**src/rtl/mem_access_stage_if.sv**
```systemverilog
// rtl/mem_access_stage_if.sv - data memory request/ready bus between the memory stage and data memory
interface mem_access_stage_if;
  logic        req;
  logic        we;
  logic [63:0] addr;
  logic [63:0] wdata;
  logic [3:0]  size;
  logic        ready;
  logic [63:0] rdata;

  modport master (output req, we, addr, wdata, size, input ready, rdata);
  modport slave  (input req, we, addr, wdata, size, output ready, rdata);
endinterface

```
**src/rtl/mem_access_stage.sv**
```systemverilog
// rtl/mem_access_stage.sv - pipeline memory stage with dmem handshake, stall and MEM/WB register (optional MEM_TIMEOUT_EN abort)
module mem_access_stage #(
  parameter int unsigned TIMEOUT = 16
) (
  input  logic               clk,
  input  logic               reset,
  input  logic               MEM_RegWrite,
  input  logic               MEM_MemWrite,
  input  logic               MEM_MemToReg,
  input  logic               MEM_read_enable,
  input  logic               MEM_NOOP,
  input  logic [3:0]         MEM_xfer_size,
  input  logic [4:0]         MEM_Rd,
  input  logic [63:0]        MEM_ALUResult_out,
  input  logic [63:0]        MEM_RegB_content,
  mem_access_stage_if.master dmem,
  output logic               mem_stall,
  output logic               WB_RegWrite,
  output logic [4:0]         WB_Rd,
  output logic [63:0]        WB_Data,
  output logic               WB_NOOP,
  output logic               mem_error
);

  typedef enum logic {IDLE, REQ} state_t;

  state_t      state, state_next;
  logic        pending;
  logic        done;
  logic        abort;
  logic [3:0]  size_norm;
  logic [63:0] wdata_masked;
  logic [63:0] load_data;
  logic [63:0] addr_q, wdata_q;
  logic [3:0]  size_q;
  logic        we_q;

  assign pending = (MEM_read_enable | MEM_MemWrite) & ~MEM_NOOP;
  assign done    = (state == REQ) & dmem.ready;

  // Normalise the access width (illegal widths become 8) and mask store data to it
  always_comb begin
    size_norm    = 4'd8;
    wdata_masked = MEM_RegB_content;
    case (MEM_xfer_size)
      4'd1:    size_norm = 4'd1;
      4'd2:    size_norm = 4'd2;
      4'd4:    size_norm = 4'd4;
      default: size_norm = 4'd8;
    endcase
    case (size_norm)
      4'd1:    wdata_masked = {56'd0, MEM_RegB_content[7:0]};
      4'd2:    wdata_masked = {48'd0, MEM_RegB_content[15:0]};
      4'd4:    wdata_masked = {32'd0, MEM_RegB_content[31:0]};
      default: wdata_masked = MEM_RegB_content;
    endcase
  end

  // Zero-extend the right-aligned load data to the latched access width
  always_comb begin
    load_data = dmem.rdata;
    case (size_q)
      4'd1:    load_data = {56'd0, dmem.rdata[7:0]};
      4'd2:    load_data = {48'd0, dmem.rdata[15:0]};
      4'd4:    load_data = {32'd0, dmem.rdata[31:0]};
      default: load_data = dmem.rdata;
    endcase
  end

`ifdef MEM_TIMEOUT_EN
  logic [7:0] tmo_cnt;

  // The access aborts in the REQ cycle that would bring the counter to TIMEOUT
  assign abort = (state == REQ) & ~dmem.ready & (tmo_cnt == 8'(TIMEOUT - 1));

  // Count REQ cycles spent waiting for ready, restarting on each new access
  always_ff @(posedge clk or posedge reset) begin
    if (reset)
      tmo_cnt <= 8'd0;
    else if (state == IDLE && pending)
      tmo_cnt <= 8'd0;
    else if (state == REQ && !dmem.ready)
      tmo_cnt <= tmo_cnt + 8'd1;
  end

  // Sticky error flag, cleared only by reset
  always_ff @(posedge clk or posedge reset) begin
    if (reset)
      mem_error <= 1'b0;
    else if (abort)
      mem_error <= 1'b1;
  end
`else
  assign abort     = 1'b0;
  assign mem_error = 1'b0;
`endif

  // FSM state register
  always_ff @(posedge clk or posedge reset) begin
    if (reset)
      state <= IDLE;
    else
      state <= state_next;
  end

  // FSM next-state: issue on a pending access, finish on ready or abort
  always_comb begin
    state_next = state;
    case (state)
      IDLE:    if (pending) state_next = REQ;
      REQ:     if (done || abort) state_next = IDLE;
      default: state_next = IDLE;
    endcase
  end

  // Latch request fields on issue so the bus stays stable for the whole REQ state
  always_ff @(posedge clk or posedge reset) begin
    if (reset) begin
      addr_q  <= 64'd0;
      wdata_q <= 64'd0;
      size_q  <= 4'd0;
      we_q    <= 1'b0;
    end else if (state == IDLE && pending) begin
      addr_q  <= MEM_ALUResult_out;
      wdata_q <= wdata_masked;
      size_q  <= size_norm;
      we_q    <= MEM_MemWrite;
    end
  end

  assign dmem.req   = (state == REQ);
  assign dmem.we    = we_q;
  assign dmem.addr  = addr_q;
  assign dmem.wdata = wdata_q;
  assign dmem.size  = size_q;

  // Stall is gated by reset so it drops together with dmem.req on an asynchronous reset
  assign mem_stall = ~reset & (((state == IDLE) & pending) | ((state == REQ) & ~dmem.ready & ~abort));

  // MEM/WB register: bubble while stalled or on abort, otherwise take the instruction
  always_ff @(posedge clk or posedge reset) begin
    if (reset) begin
      WB_RegWrite <= 1'b0;
      WB_Rd       <= 5'd0;
      WB_Data     <= 64'd0;
      WB_NOOP     <= 1'b1;
    end else if (mem_stall || abort) begin
      WB_RegWrite <= 1'b0;
      WB_NOOP     <= 1'b1;
    end else begin
      WB_RegWrite <= MEM_RegWrite & ~MEM_NOOP;
      WB_Rd       <= MEM_Rd;
      WB_NOOP     <= MEM_NOOP;
      WB_Data     <= (MEM_MemToReg && !we_q && done) ? load_data : MEM_ALUResult_out;
    end
  end

endmodule

```
**src/flat_wrapper.sv**
```systemverilog
// flat-port wrapper written by rule: the top's interface ports become plain ports
module mem_access_stage_flat 
#(
  parameter int unsigned TIMEOUT = 16
)
  (clk, reset, MEM_RegWrite, MEM_MemWrite, MEM_MemToReg, MEM_read_enable, MEM_NOOP, MEM_xfer_size, MEM_Rd, MEM_ALUResult_out, MEM_RegB_content, mem_stall, WB_RegWrite, WB_Rd, WB_Data, WB_NOOP, mem_error, dmem_req, dmem_we, dmem_addr, dmem_wdata, dmem_size, dmem_ready, dmem_rdata);
  mem_access_stage_if dmem_i ();
  input  logic clk;
  input  logic reset;
  input  logic MEM_RegWrite;
  input  logic MEM_MemWrite;
  input  logic MEM_MemToReg;
  input  logic MEM_read_enable;
  input  logic MEM_NOOP;
  input  logic [3:0] MEM_xfer_size;
  input  logic [4:0] MEM_Rd;
  input  logic [63:0] MEM_ALUResult_out;
  input  logic [63:0] MEM_RegB_content;
  output logic mem_stall;
  output logic WB_RegWrite;
  output logic [4:0] WB_Rd;
  output logic [63:0] WB_Data;
  output logic WB_NOOP;
  output logic mem_error;
  output wire logic [$bits(dmem_i.req)-1:0] dmem_req;
  output wire logic [$bits(dmem_i.we)-1:0] dmem_we;
  output wire logic [$bits(dmem_i.addr)-1:0] dmem_addr;
  output wire logic [$bits(dmem_i.wdata)-1:0] dmem_wdata;
  output wire logic [$bits(dmem_i.size)-1:0] dmem_size;
  input wire logic [$bits(dmem_i.ready)-1:0] dmem_ready;
  input wire logic [$bits(dmem_i.rdata)-1:0] dmem_rdata;
  assign dmem_req = dmem_i.req;
  assign dmem_we = dmem_i.we;
  assign dmem_addr = dmem_i.addr;
  assign dmem_wdata = dmem_i.wdata;
  assign dmem_size = dmem_i.size;
  assign dmem_i.ready = dmem_ready;
  assign dmem_i.rdata = dmem_rdata;
  mem_access_stage #(.TIMEOUT(TIMEOUT)) u_core (.clk(clk), .reset(reset), .MEM_RegWrite(MEM_RegWrite), .MEM_MemWrite(MEM_MemWrite), .MEM_MemToReg(MEM_MemToReg), .MEM_read_enable(MEM_read_enable), .MEM_NOOP(MEM_NOOP), .MEM_xfer_size(MEM_xfer_size), .MEM_Rd(MEM_Rd), .MEM_ALUResult_out(MEM_ALUResult_out), .MEM_RegB_content(MEM_RegB_content), .dmem(dmem_i), .mem_stall(mem_stall), .WB_RegWrite(WB_RegWrite), .WB_Rd(WB_Rd), .WB_Data(WB_Data), .WB_NOOP(WB_NOOP), .mem_error(mem_error));
endmodule
```
**config.mk**
```make
export PLATFORM = sky130hd
export DESIGN_NAME = mem_access_stage_flat
export DESIGN_NICKNAME = d
export VERILOG_FILES = /design/src/rtl/mem_access_stage_if.sv /design/src/rtl/mem_access_stage.sv /design/src/flat_wrapper.sv
export SDC_FILE = /design/constraint.sdc
export NUM_CORES = 1
export LEC_CHECK = 0
export CAP_MARGIN = 40
export CORE_ASPECT_RATIO = 0.75
export CORE_UTILIZATION = 30
export CTS_BUF_LIST = sky130_fd_sc_hd__clkbuf_16
export DETAILED_ROUTE_END_ITERATION = 7
export HOLD_SLACK_MARGIN = 0.03
export PLACE_DENSITY = 0.62
export SYNTH_ARGS = -nofsm -noshare
export SYNTH_HDL_FRONTEND = slang
export SYNTH_SLANG_ARGS = --single-unit
```
**constraint.sdc**
```tcl
create_clock -name clk -period 12 [get_ports clk]
set_input_delay 3 -clock clk [delete_from_list [all_inputs] [get_ports clk]]
set_output_delay 3 -clock clk [all_outputs]
set_load 0.03 [all_outputs]
```
# Yosys cells after proc, flatten, opt, wreduce, memory -nomap -nowiden

Cells that the tools add are included.

Multiplexer cells: 9
Reductions and logical operators: 4
Bitwise operators: 12
Equality and inequality tests: 9

Operators with widths:

| operator             | number |
|---|---|
| $pmux W64 S3         | 2 |
| $mux W64             | 1 |
| $eq A4 B1 Y1 const B | 3 |
| $eq A4 B2 Y1 const B | 3 |
| $eq A4 B3 Y1 const B | 3 |
| $pmux W4 S3          | 1 |
| $and A1 B1 Y1        | 6 |
| $mux W1              | 4 |
| $not A1 Y1           | 4 |
| $logic_and A1 B1 Y1  | 3 |
| $or A1 B1 Y1         | 2 |
| $pmux W1 S2          | 1 |
| $logic_not A1 Y1     | 1 |

Register bits: 205
Output and inout port bits: 207

# Longest topological paths before layout

Gate-level depths: netlist (run 1).

Word-level depth: 6
Gate-level depth with buffers: 7
Mapped depth without buffers: 4

# Worst setup path before layout (run 1)

OpenSTA, ideal clock, no wires.

Path type: input port to output port
Start: input port MEM_NOOP
End: output port mem_stall
Stages on the path: 4
Path slack: 5222 ps
Arrival time: 3778 ps
Cells stage by stage: nor2_2 o21ai_2 a21oi_4 buf_2

Cells in the longest elaborated chain, start to end: 5

Ends and longest elaborated chain:

| element         | line                    | RTL |
|---|---|---|
| start, declared | flat_wrapper.sv:14      | `input logic MEM_NOOP;` |
| $not A1 Y1      | mem_access_stage.sv:38  | `assign pending = (MEM_read_enable \| MEM_MemWrite) & ~MEM_NOOP;` |
| $and A1 B1 Y1   | mem_access_stage.sv:38  |  |
| $and A1 B1 Y1   | mem_access_stage.sv:138 | `assign mem_stall = ~reset & (((state == IDLE) & pending) \| ((state == REQ) & ~dmem.ready & ~abort));` |
| $or A1 B1 Y1    | mem_access_stage.sv:138 |  |
| $and A1 B1 Y1   | mem_access_stage.sv:138 |  |
| end, declared   | flat_wrapper.sv:19      | `output logic mem_stall;` |

Every way passes these cells.

# Worst setup path after layout (run 1)

Same ends and word-level chain as after synthesis.

==> results of run 1 <==
worst max-delay path, delay by kind of cell:
kind            cells  cell delay, ns
simple gates        1            0.25
compound gates      2            0.25
buf+inv             2            1.21
registers in the layout, summed over array words and instances (netlist names):
| register | cells |
|---|---|
| u_core.WB_Data | 64 |
| u_core.dmem.addr | 64 |
| u_core.dmem.wdata | 64 |
| u_core.WB_Rd | 5 |
| u_core.dmem.size | 4 |
| u_core.WB_NOOP | 1 |
| u_core.WB_RegWrite | 1 |
| u_core.dmem.req | 1 |
| u_core.dmem.we | 1 |
cell type report:
cell class | instances | area share (%)
Clock buffer | 23 | 4.11
Multi-Input combinational cell | 651 | 23.5
Tap cell | 385 | 3.44
Inverter | 3 | 0.134
Timing Repair Buffer | 430 | 31.3
Antenna cell | 2 | 0.0358
Sequential cell | 205 | 36.7
Clock inverter | 17 | 0.733
cell usage in the layout, fill, tap and decap left out, drive strengths merged:
| cell type | synthesis | routed |
|---|---|---|
| a21oi | 1 | 1 |
| a22o | 16 | 16 |
| and4b | 1 | 1 |
| buf | 24 | 16 |
| bufinv | 0 | 1 |
| clkbuf | 33 | 23 |
| clkdlybuf4s50 | 0 | 414 |
| clkinv | 0 | 13 |
| conb | 1 | 1 |
| dfrtp | 204 | 204 |
| dfstp | 1 | 1 |
| diode | 0 | 2 |
| inv | 3 | 6 |
| mux2 | 70 | 70 |
| nand2 | 439 | 439 |
| nand2b | 1 | 1 |
| nand3 | 33 | 33 |
| nand4b | 1 | 1 |
| nor2 | 4 | 4 |
| nor3 | 2 | 2 |
| nor3b | 1 | 1 |
| nor4b | 2 | 2 |
| o211a | 1 | 1 |
| o211ai | 1 | 1 |
| o21a | 1 | 1 |
| o21ai | 70 | 70 |
| or2 | 1 | 1 |
| or4b | 1 | 1 |
| xnor2 | 2 | 2 |
| xor2 | 2 | 2 |
cells by family (layout without fill, tap and decap cells):
kind of cell | count (synthesis) | after routing | synth area share, %
AO/OA/AOI/OAI | 90 | 90 | 6.18
XOR/XNOR | 4 | 4 | 0.404
buffers and inverters | 60 | 473 | 2.99
flip-flops | 205 | 205 | 59.2
multiplexers | 70 | 70 | 9.10
other | 1 | 3 | 0.0433
AND/OR/NAND/NOR | 486 | 486 | 22.1
through the flow:
stage | utilization (%) | total power, W
floorplan | - | 0.00134
CTS | 49.6 | 0.00244
detailed placement | 47.2 | 0.00177
global route | 49.6 | 0.00253
finish | 49.6 | 0.00241
global placement | 46.6 | 0.00175
layer usage:
metal	vias up	track usage, %	share of wire [%]
li1	3756	-	-
met1	3815	24.9	40
met2	293	34.4	46
met3	43	7.80	10
met4	2	6.24	2.7
met5	-	0	0.035
report_power, final:
group          switching [W]  internal [W]  leakage, nW  total [W]
registers          0.0000718      0.000821         2.51   0.000892
logic               0.000494      0.000365         3.46   0.000860
clock network       0.000289      0.000368        0.347   0.000657
worst max path at each step:
stage,end,cells after the start
detailed placement,mem_stall,5
CTS,mem_stall,5
global route,mem_stall,5
global placement,mem_stall,5
finish,mem_stall,5
floorplan,u_core.WB_Data[0]$_DFFE_PP0N_,1
==> results.md, run 1 <==
- The via count of the first global-routing pass came to between 8,000 and 9,000.
- The count of antenna-violating nets left after detailed routing is 0.
- The endpoint of the worst hold path is u_core.dmem.wdata[61]$_DFFE_PP0P_.
- The worst setup path is captured at a primary output.
- The post-synthesis instance area is 0.00866 mm².
- The final critical-path required period is 7.71 ns.
- The number of instances in the synthesized netlist is about 900.
- The maximum clock skew at final layout is 0.0102 ns.
- The DRC marker count from the first detailed-route iteration is 293.
- The post-layout instance area is 0.0140 mm².
- The data arrival time at the worst-slack endpoint is 4.71 ns.
- The synthesized flop and latch total is roughly 200.
- The worst register-to-register path begins at u_core.dmem.req$_DFF_PP0_.
- The average footprint of a synthesized cell is approximately 9.5 µm².
- In the routed layout, each cell is associated on average with a via count of 4.61.
- The critical-path cell with the highest stage delay is sky130_fd_sc_hd__clkdlybuf4s50_1.
- The number of standard-cell rows in the floorplan is 53.
- The clock-pin slew on the worst setup and hold paths is 0.06 ns.
- The flow ran to the end, and the final reports show no timing, DRC or antenna violations.
- For this configuration, the core starts out at a cell density of 30.7%.
- The later pin in the worst-skew pair is clocked with a latency of 0.51 ns.
- Of all nets on the critical path, the largest fanout is 3.
- In this run the standard cell core region covers 0.0282 mm².
- After detailed routing, the total wire length is 31,200 µm.
- Setup repair after global routing left no endpoint under its margin.
- The floorplan step defined a die boundary enclosing 0.0296 mm².
- The post-synthesis async set-or-reset flop share is 100%.
- CTS saw 205 sinks.
- The endpoint required time on the critical path is 9.00 ns.
- In the synthesized netlist the dominant register cell turns out to be sky130_fd_sc_hd__dfrtp_1.
- No sink is reached through more buffers than the 3 on the longest clock path.
- The die is 149 µm tall.
- The routed layout has 7,909 vias.
- The number of maximum-capacitance violations is 0.
- The remaining routing DRC violations is 0.
- The signal on the critical path passes through clkdlybuf4s50_1, nor2_2, o21ai_4, a21oi_4, clkdlybuf4s50_1.
- The commonest cells after synthesis are sky130_fd_sc_hd__nand2_1, sky130_fd_sc_hd__dfrtp_1, sky130_fd_sc_hd__o21ai_0.
- The number of max-slew violations in the final report came to 0.
- The number of CTS-inserted buffers is 23.
- In the final layout, the share of cells above drive strength 1 is 7.83%.
- The first global-routing pass estimated 47,100 µm of wire.
- The startpoint type of the worst setup path is an input port.
- The top cell type by area accounts for between 50% and 60% of the synthesized area.
- The peak supply drop is 0.105 mV.
- The number of top-level pins is 416.
- The area growth from synthesis to layout is 61.5%.
- The final-report setup violation count is 0.
- The tightest hold path in the finished design has a slack of approximately 0.46 ns.
- For this design the static power due to leakage is 6.31 nW.
- Input and output buffers added on the ports amount to a little over 400.
- Sequential elements use 59.2% of the synthesized area.
- The worst hold path class is reg -> reg.
- The area after detailed placement is around 0.013 mm².
- Before antenna repair, the detailed router went through 4 iterations.
- For this run, the post-layout net count is 1,523.
- The post-cts resize count is 0.
- The maximum number of pins on one net before global-route repair is 115.
- The number of enable-type register cells in the synthesized netlist is 0.
- By instance count, the leading cell after synthesis is sky130_fd_sc_hd__nand2_1.
- The number of antenna violations at the first check in global routing is 3.
- The placed wire-length estimate after detailed placement is about 22,000 µm.
- The total negative setup slack is 0 ns.
- TritonCTS built the clock tree.
- Based on the critical path, the design can be clocked at up to 0.130 GHz.
- The number of buffers added to fix hold violations after cts is 0.
- Before CTS, the worst setup slack after placement is about 4.2 ns.
- The number of nets handed over by synthesis was 1,125.
- Yosys attributes the largest share of cell area to sky130_fd_sc_hd__dfrtp_1, sky130_fd_sc_hd__nand2_1, sky130_fd_sc_hd__mux2_2.
- The count of placed standard cells including taps is 1,674.
- The worst register-to-register path ends at u_core.dmem.size[0]$_DFFE_PP0P_.
- The residual overflow from global routing is 0.
- The finished layout holds 1,716 standard cells, fillers aside.
- By instance count, the cell type seen most on the critical path is sky130_fd_sc_hd__clkdlybuf4s50_1.
- Of the available clock period, the critical path in the final layout requires 64.2%.
- The combined flip-flop and latch cell area is 0.00513 mm².
- The transition time of the tightest slew-check pin is 0.845 ns.
- Once routing completed, OpenROAD measured the worst setup slack at ~4.3 ns.
- In this run the register-to-register setup slack is between 9 and 10 ns.
- The synthesized netlist contains 33 unique library cells.
- In this run the most critical hold path is launched from u_core.dmem.wdata[61]$_DFFE_PP0P_.
- The maximum level of the CTS H-tree is 1.
- For the worst flop-to-flop path, the logic depth is 5.
- The type of the worst setup path is in -> out.
- The total power divided by cell area is 172 mW/mm².
- From left edge to right edge, the die measures 198 µm.
- Of all cell types, the one taking the most synthesized area is sky130_fd_sc_hd__dfrtp_1.
- The biggest cell delay along the critical path is between 0.7 and 0.8 ns.
- The total of warnings raised by yosys is 0.
- After detailed routing, the average wire length per cell comes to 18.2 µm.
- The number of hold violations in the final report came to 0.
- Along the worst hold path, the cell count comes to 2.
- The area taken by multi-input logic gates is ~0.0033 mm².
- Global routing used 20.7% of the available tracks across all layers.
- The worst setup path startpoint is MEM_NOOP.
- The layout has about 2,600 filler cells.
- The cell sitting at the root of the clock tree is a sky130_fd_sc_hd__clkbuf_16.
- The headroom to the max-slew limit is 43.7%.
- The placer congestion estimate is 0.779.
- The number of setup buffers added after CTS is 0.
No activity file was read; power rests on OpenSTA's default activity.
==> inputs of run 2 (changes only) <==
--- a/config.mk
+++ b/config.mk
@@ -11,7 +11,7 @@
 export CTS_BUF_LIST = sky130_fd_sc_hd__clkbuf_16
 export DETAILED_ROUTE_END_ITERATION = 7
 export HOLD_SLACK_MARGIN = 0.03
-export PLACE_DENSITY = 0.62
+export PLACE_DENSITY = 0.64
 export SYNTH_ARGS = -nofsm -noshare
 export SYNTH_HDL_FRONTEND = slang
 export SYNTH_SLANG_ARGS = --single-unit
==> constraint.sdc (replaced) <==
create_clock -name clk -period 6.9 [get_ports clk]
set_input_delay 1.725 -clock clk [delete_from_list [all_inputs] [get_ports clk]]
set_output_delay 1.725 -clock clk [all_outputs]
set_load 0.03 [all_outputs]
==> run 2 against run 1 <==
Via count about the same. Setup slack got worse by 2.6 ns. Die area unchanged. First-iteration DRC count increased by 13%. Routed wire length decreased by 0.82%. Sequential share of layout area about the same. Combinational power increased by 73%. Clock-buffer cell count unchanged. Cell area decreased by 0.12%. Critical endpoint unchanged. Highest routed layer is now met4.
==> results.md, run 2 (same netlist as run 1, synthesis figures left out) <==
- The run finished with clean final reports.
- The die is 149 µm tall.
- The area growth from synthesis to layout is 61.3%.
- The startpoint of the worst-slack reg-to-reg timing path is u_core.dmem.we$_DFFE_PP0P_.
- The via count of the first global-routing pass is 7,947.
- The critical path goes through clkdlybuf4s50_1, nor2_2, o21ai_4, a21oi_4, clkdlybuf4s50_1.
- The count of antenna-violating nets left after detailed routing is 0.
- The number of nets in the layout is 1,525.
- The critical path depth in cells is 5.
- The number of hold violations in the final report is 0.
- The startpoint type of the worst setup path is an input port.
- The number of standard-cell rows in the floorplan is 53.
- CTS placed an instance of sky130_fd_sc_hd__clkbuf_16 at the clock tree root.
- Post-CTS timing repair inserted 0 buffers for setup.
- In this run the static leakage power is 6.31 nW.
- The effective utilization at floorplan is a little under a third.
- The maximum clock skew at final layout is 0.0132 ns.
- The die extent in x is 198 µm.
- The HPWL after detailed placement is about 22,000 µm.
- The number of antenna violations at the first check in global routing is 1.
- For this block, the initial DRC count from the detailed router was about 330.
- Buffers placed on the I/O ports in this run total 414.
- The post-layout total power is 0.00419 W.
- The worst setup path is captured at a primary output.
- Counting the buffers created by CTS gives 23.
- Leaving out fill and tap cells, the most frequent cell in the layout is sky130_fd_sc_hd__nand2_1.
- Based on the critical path, the design can be clocked at up to 0.193 GHz.
- The clock-pin slew on the worst setup and hold paths is 0.06 ns.
- The peak supply drop is 0.180 mV.
- The tree built by TritonCTS fans out to 205 sinks.
- The pre-antenna-repair detailed-routing pass consisted of 4 iterations.
- The maximum number of pins on one net before global-route repair is 69.
- The vias per cell is 4.61.
- The number of top-level pins is 416.
- The critical-path cell with the highest stage delay is sky130_fd_sc_hd__clkdlybuf4s50_1.
- Counting both buffers and inverters, the worst setup path holds a total of 2.
- For the pin with the worst max-slew slack, the measured transition is roughly 0.86 ns.
- The area after detailed placement is approximately 0.013 mm².
- The area of the die is 0.0296 mm².
- The count of filler cells inserted in the layout is 2,632.
- The final critical-path share of the clock period is between 70 and 80%.
- Leaving out fill and tap cells, the most frequent cells in the layout are sky130_fd_sc_hd__nand2_1, sky130_fd_sc_hd__clkdlybuf4s50_1, sky130_fd_sc_hd__dfrtp_1, sky130_fd_sc_hd__o21ai_0, sky130_fd_sc_hd__mux2_2.
- The number of maximum-capacitance violations is 0.
- In the final routed layout, each cell accounts on average for 18.0 µm.
- The headroom to the max-slew limit is 42.4%.
- The number of buffers added to fix hold violations after cts is 0.
- The critical path starts at MEM_NOOP.
- The number of max-slew violations in the final report was 0.
- For this run, the slowest stage of the critical path takes 0.74 ns.
- The area of the placeable core is 0.0282 mm².
- The data arrival time at the worst-slack endpoint is between 3 and 4 ns.
- The final critical-path required period is 5.18 ns.
- The total negative setup slack is 0 ns.
- STA puts the critical path data required time at 5.18 ns.
- In this run the worst path has a maximum fanout of 3.
- After detailed routing, the number of remaining DRC violations is 0.
- The number of cell instances on the worst register-to-register path is 4.
- Setup repair after global routing left no endpoint under its margin.
- The worst register-to-register path ends at u_core.WB_Data[10]$_DFFE_PP0N_.
- CTS built an H-tree with a depth of 1.
- Dividing total power by cell area gives a power density of around 300 mW/mm².
- The largest delay contributor family on the critical path is buffers and inverters.
- The overall routing resource usage is 20.3%.
- Setup violations remaining at the end of the flow were counted as 0.
- The non-filler instance count after layout is 1,717.
- In this run the worst setup path terminates at mem_stall.
- The most numerous cell on the critical path is sky130_fd_sc_hd__clkdlybuf4s50_1.
- The clock reaches the later pin of the worst-skew pair after 0.50 ns.
- Counting tap cells, the placed design contains a total of about 1,700 instances.
- Routability-driven placement finished with a final weighted congestion of 0.768.
- Setup slack on the worst reg-to-reg path comes out at 4.33 ns.
- The global-route wire length before repair is 46,300 µm.
- Cells with a size suffix above 1 make up 8.19% of the layout.
- The finished cells cover 0.0140 mm².
- The residual overflow from global routing is 0.
- The critical path is of the in -> out type.
- The smallest hold slack is around 0.46 ns.
- No sink is reached through more buffers than the 3 on the longest clock path.
- The number of vias in the routed layout is 7,911.
- Summed over all layers, the routed wires come to 31,000 µm.
- The post-cts resize count is 0.
- The TritonCTS clock tree is done.
- The worst hold path class is reg -> reg.
## run 2: changes by cell type in the layout (fill, tap and decap cells not counted), moves of 2 or more
cell                         before  now
sky130_fd_sc_hd__clkinv_1         7    3
sky130_fd_sc_hd__buf_4           10   13
sky130_fd_sc_hd__clkinvlp_4       0    2
sky130_fd_sc_hd__buf_16           6    4
sky130_fd_sc_hd__clkinv_2         6    9
## run 2: worst reg2reg max path, delay by kind of cell (launching register included)
kind,cells,cell delay [ns]
AND/OR/NAND/NOR,2,1.72
AO/OA/AOI/OAI,1,0.23
multiplexers,1,0.14
flip-flops,1,0.42
## run 2: per-stage QoR
step	util, %	setup WS [ns]
after floorplan	-	2.52
after global placement	46.7	1.70
after detailed placement	47.2	1.70
after CTS	49.6	1.69
after global routing	49.6	1.65
final	49.6	1.72
## run 2: how the worst min path moves through the flow
stage | startpoint | endpoint | slack, ns | cells after the start
global route | u_core.dmem.wdata[39]$_DFFE_PP0P_ | u_core.dmem.wdata[39]$_DFFE_PP0P_ | 0.49 | 2
floorplan | u_core.dmem.wdata[61]$_DFFE_PP0P_ | u_core.dmem.wdata[61]$_DFFE_PP0P_ | 0.65 | 2
global placement | u_core.dmem.wdata[39]$_DFFE_PP0P_ | u_core.dmem.wdata[39]$_DFFE_PP0P_ | 0.45 | 2
finish | u_core.dmem.wdata[39]$_DFFE_PP0P_ | u_core.dmem.wdata[39]$_DFFE_PP0P_ | 0.46 | 2
CTS | u_core.dmem.wdata[39]$_DFFE_PP0P_ | u_core.dmem.wdata[39]$_DFFE_PP0P_ | 0.47 | 2
detailed placement | u_core.dmem.wdata[44]$_DFFE_PP0P_ | u_core.dmem.wdata[44]$_DFFE_PP0P_ | 0.46 | 2
## run 2: cell type report
class,instances,area (µm²),area share [%]
Antenna cell,1,2.50,0.0179
Clock buffer,23,576,4.12
Clock inverter,17,105,0.752
Inverter,3,15.0,0.107
Multi-Input combinational cell,651,3290,23.5
Sequential cell,205,5130,36.7
Tap cell,385,482,3.45
Timing Repair Buffer,432,4370,31.3
## run 2: layer usage
layer | part of all wire (%) | global-route usage (%)
met1 | 40 | 24.6
met2 | 49 | 34.8
met3 | 9.9 | 7.39
met4 | 1.7 | 3.84
met5 | 0 | 0
## run 2: power breakdown
part | leakage [nW] | internal, W | switching [W]
sequential | 2.51 | 0.00143 | 0.000125
clock | 0.354 | 0.000641 | 0.000499
combinational | 3.45 | 0.000634 | 0.000860
==> inputs of run 3 (changes only) <==
--- a/config.mk
+++ b/config.mk
@@ -11,7 +11,7 @@
 export CTS_BUF_LIST = sky130_fd_sc_hd__clkbuf_16
 export DETAILED_ROUTE_END_ITERATION = 7
 export HOLD_SLACK_MARGIN = 0.03
-export PLACE_DENSITY = 0.64
+export PLACE_DENSITY = 0.62
 export SYNTH_ARGS = -nofsm -noshare
 export SYNTH_HDL_FRONTEND = slang
 export SYNTH_SLANG_ARGS = --single-unit
==> constraint.sdc (replaced) <==
create_clock -name clk -period 4.8 [get_ports clk]
set_input_delay 1.2 -clock clk [delete_from_list [all_inputs] [get_ports clk]]
set_output_delay 1.2 -clock clk [all_outputs]
set_load 0.03 [all_outputs]
==> run 3 against run 2 <==
Non-clock buffer count down 1. Sequential cell count unchanged. Clock-buffer cell count unchanged.
==> results.md, run 3 (same netlist as run 1, synthesis figures left out) <==
- The final-report setup violation count is 0.
- The critical path crosses 5 cells after its start point.
- The routed design has 30,900 µm of wire.
- The vertical die dimension is 149 µm.
- TritonCTS built the clock tree.
- From synthesis to final layout, the design area changed by 60.5%.
- The total leakage power is between 6 and 7 nW.
- The number of buffers on the longest clock path is 3.
- The floorplan step set the die width to 198 µm.
- The area after detailed placement is ~0.013 mm².
- The maximum number of pins on one net before global-route repair is 76.
- Summing all non-filler instances in the final layout gives an area of about 0.014 mm².
- The placer congestion estimate is 0.790.
- After detailed routing, the average wire length per cell comes to 18.0 µm.
- The run finished with clean final reports.
- The area of the die is 0.0296 mm².
- The DRC marker count from the first detailed-route iteration is 260.
- The cell family contributing the most delay on the critical path is buffers and inverters.
- The number of buffer cells added on primary ports is 414.
- The number of max-slew violations in the final report is 0.
- Across every metal layer, demand over resource in global routing totals 20.5%.
- Buffers added to address setup during post-CTS repair amount to 0.
- The headroom to the max-slew limit is 40.0%.
- The number of hold violations in the final report is 0.
- The count of buffer and inverter cells on the critical path is 2.
- The type of element capturing the critical path is a primary output.
- The first TritonRoute pass finished after 6 iterations.
- The biggest cell delay along the critical path is 0.48 ns.
- The vias per cell is 4.57.
- For this block, the via count after detailed routing is 7,843.
- The number of maximum-capacitance violations is 0.
- The number of standard-cell rows in the floorplan is 53.
- The tightest min-delay check is of the reg -> reg type.
- The data arrival time at the worst-slack endpoint is approximately 2.4 ns.
- The number of cell instances on the worst register-to-register path is 5.
- The remaining routing DRC violations is 0.
- Setup repair after global routing left no endpoint under its margin.
- The maximum clock skew at final layout is 0.0105 ns.
- The library cells used most frequently in the layout, excluding fill and tap cells, are sky130_fd_sc_hd__nand2_1, sky130_fd_sc_hd__clkdlybuf4s50_1, sky130_fd_sc_hd__dfrtp_1, sky130_fd_sc_hd__o21ai_0, sky130_fd_sc_hd__mux2_2.
- Traced cell by cell, the critical path runs through clkdlybuf4s50_1, nor2_2, o21ai_4, a21oi_4, buf_4.
- The initial utilization of the core area, before any placement, comes to 30.7%.
- The via count of the first global-routing pass is 7,976.
- The repair_antennas step left the layout with diodes totalling 0.
- The count of nets left with antenna violations once routing finished came out at 0.
- The total power divided by cell area is 427 mW/mm².
- The worst hold path cell count is 2.
- The tree built by TritonCTS fans out to 205 sinks.
- The source-to-sink clock delay at the later pin of the worst-skew pair is 0.50 ns.
- The final critical-path share of the clock period is 75.8%.
- The type of the worst setup path is in -> out.
- The number of antenna violations at the first check in global routing is 0.
- Once detailed placement completed, the half-perimeter wirelength came to 21,500 µm.
- The maximum operating frequency is 0.275 GHz.
- The slowest stage of the critical path is the sky130_fd_sc_hd__clkdlybuf4s50_1 cell.
- The share of layout cells above drive strength 1 is 7.59%.
- During I/O placement, the number of pins put on the boundary was 416.
- The floorplan step defined a core boundary enclosing roughly 0.028 mm².
- The worst setup path is launched from an input port.
- The clock-pin slew on the worst setup and hold paths is ~0.050 ns.
- At the end of the flow, the number of nets in the layout was 1,524.
- For the finished layout, the period the worst path requires is around 3.6 ns.
- Along the worst path, the maximum fanout reaches 3.
- The transition time of the tightest slew-check pin is approximately 0.9 ns.
- The post-cts resize count is 0.
- The number of buffers added to fix hold violations after cts is 0.
- Global routing finished with a remaining overflow of 0.
- The endpoint required time on the critical path is 3.60 ns.
- Fill cells in the final layout number 2,610.
- The number of CTS-inserted buffers is 23.
- Leaving out fill and tap cells, the most frequent cell in the layout is sky130_fd_sc_hd__nand2_1.
- The maximum level of the CTS H-tree is 1.
- The smallest hold slack is around 0.46 ns.
- The peak supply drop is 0.235 mV.
- The buffer type at the clock tree root is sky130_fd_sc_hd__clkbuf_16.
- The global-route wire length before repair is 46,900 µm.
- In the final timing run, aggregate negative setup slack is 0 ns.
run 3: worst register-to-register path: cells and delay by family, from the launching register on:
| family | cells | cell delay, ns |
|---|---|---|
| AND/OR/NAND/NOR | 2 | 0.85 |
| AO/OA/AOI/OAI | 2 | 0.34 |
| buffers and inverters | 1 | 0.36 |
| flip-flops | 1 | 0.42 |
run 3: layer usage:
metal | part of all wire [%] | vias up | routed length (µm) | GRT usage [%]
met5 | 0 | - | 0 | 0
met4 | 2.3 | 0 | 720 | 5.16
met3 | 10 | 36 | 3120 | 7.37
met2 | 47 | 293 | 14400 | 33.4
met1 | 41 | 3764 | 12700 | 25.8
li1 | - | 3750 | - | -
run 3: final timing paths:
path | startpoint | endpoint | slack (ns)
setup reg to reg | u_core.dmem.req$_DFF_PP0_ | u_core.dmem.wdata[12]$_DFFE_PP0P_ | 2.76
setup / recovery | MEM_NOOP | mem_stall | 1.16
min in group asynchronous | reset | u_core.dmem.addr[61]$_DFFE_PP0P_ | 1.17
hold reg to reg | u_core.dmem.wdata[42]$_DFFE_PP0P_ | u_core.dmem.wdata[42]$_DFFE_PP0P_ | 0.46
hold / removal | u_core.dmem.wdata[42]$_DFFE_PP0P_ | u_core.dmem.wdata[42]$_DFFE_PP0P_ | 0.46
max in group asynchronous | reset | u_core.dmem.wdata[49]$_DFFE_PP0P_ | 2.72
run 3: where the power goes:
group | internal, W | switching [W] | leakage, nW
combinational | 0.000904 | 0.00124 | 3.43
sequential | 0.00205 | 0.000175 | 2.51
clock | 0.000861 | 0.000710 | 0.350
run 3: area by class of cell:
class                           count  area (µm²)  area share [%]
Clock buffer                       23         576            4.14
Tap cell                          385         482            3.46
Clock inverter                     18        72.6           0.522
Timing Repair Buffer              431        4340            31.2
Inverter                            3        15.0           0.108
Multi-Input combinational cell    651        3300            23.7
Sequential cell                   205        5130            36.9
run 3: per-stage QoR:
stage	total power (W)	std cells	setup WS, ns	utilization, %
finish	0.00595	1716	1.16	49.4
global placement	0.00439	1673	1.18	47.0
detailed placement	0.00442	1675	1.15	47.1
CTS	0.00602	1716	1.15	49.4
global route	0.00624	1716	1.12	49.4
floorplan	0.00335	916	0.943	-
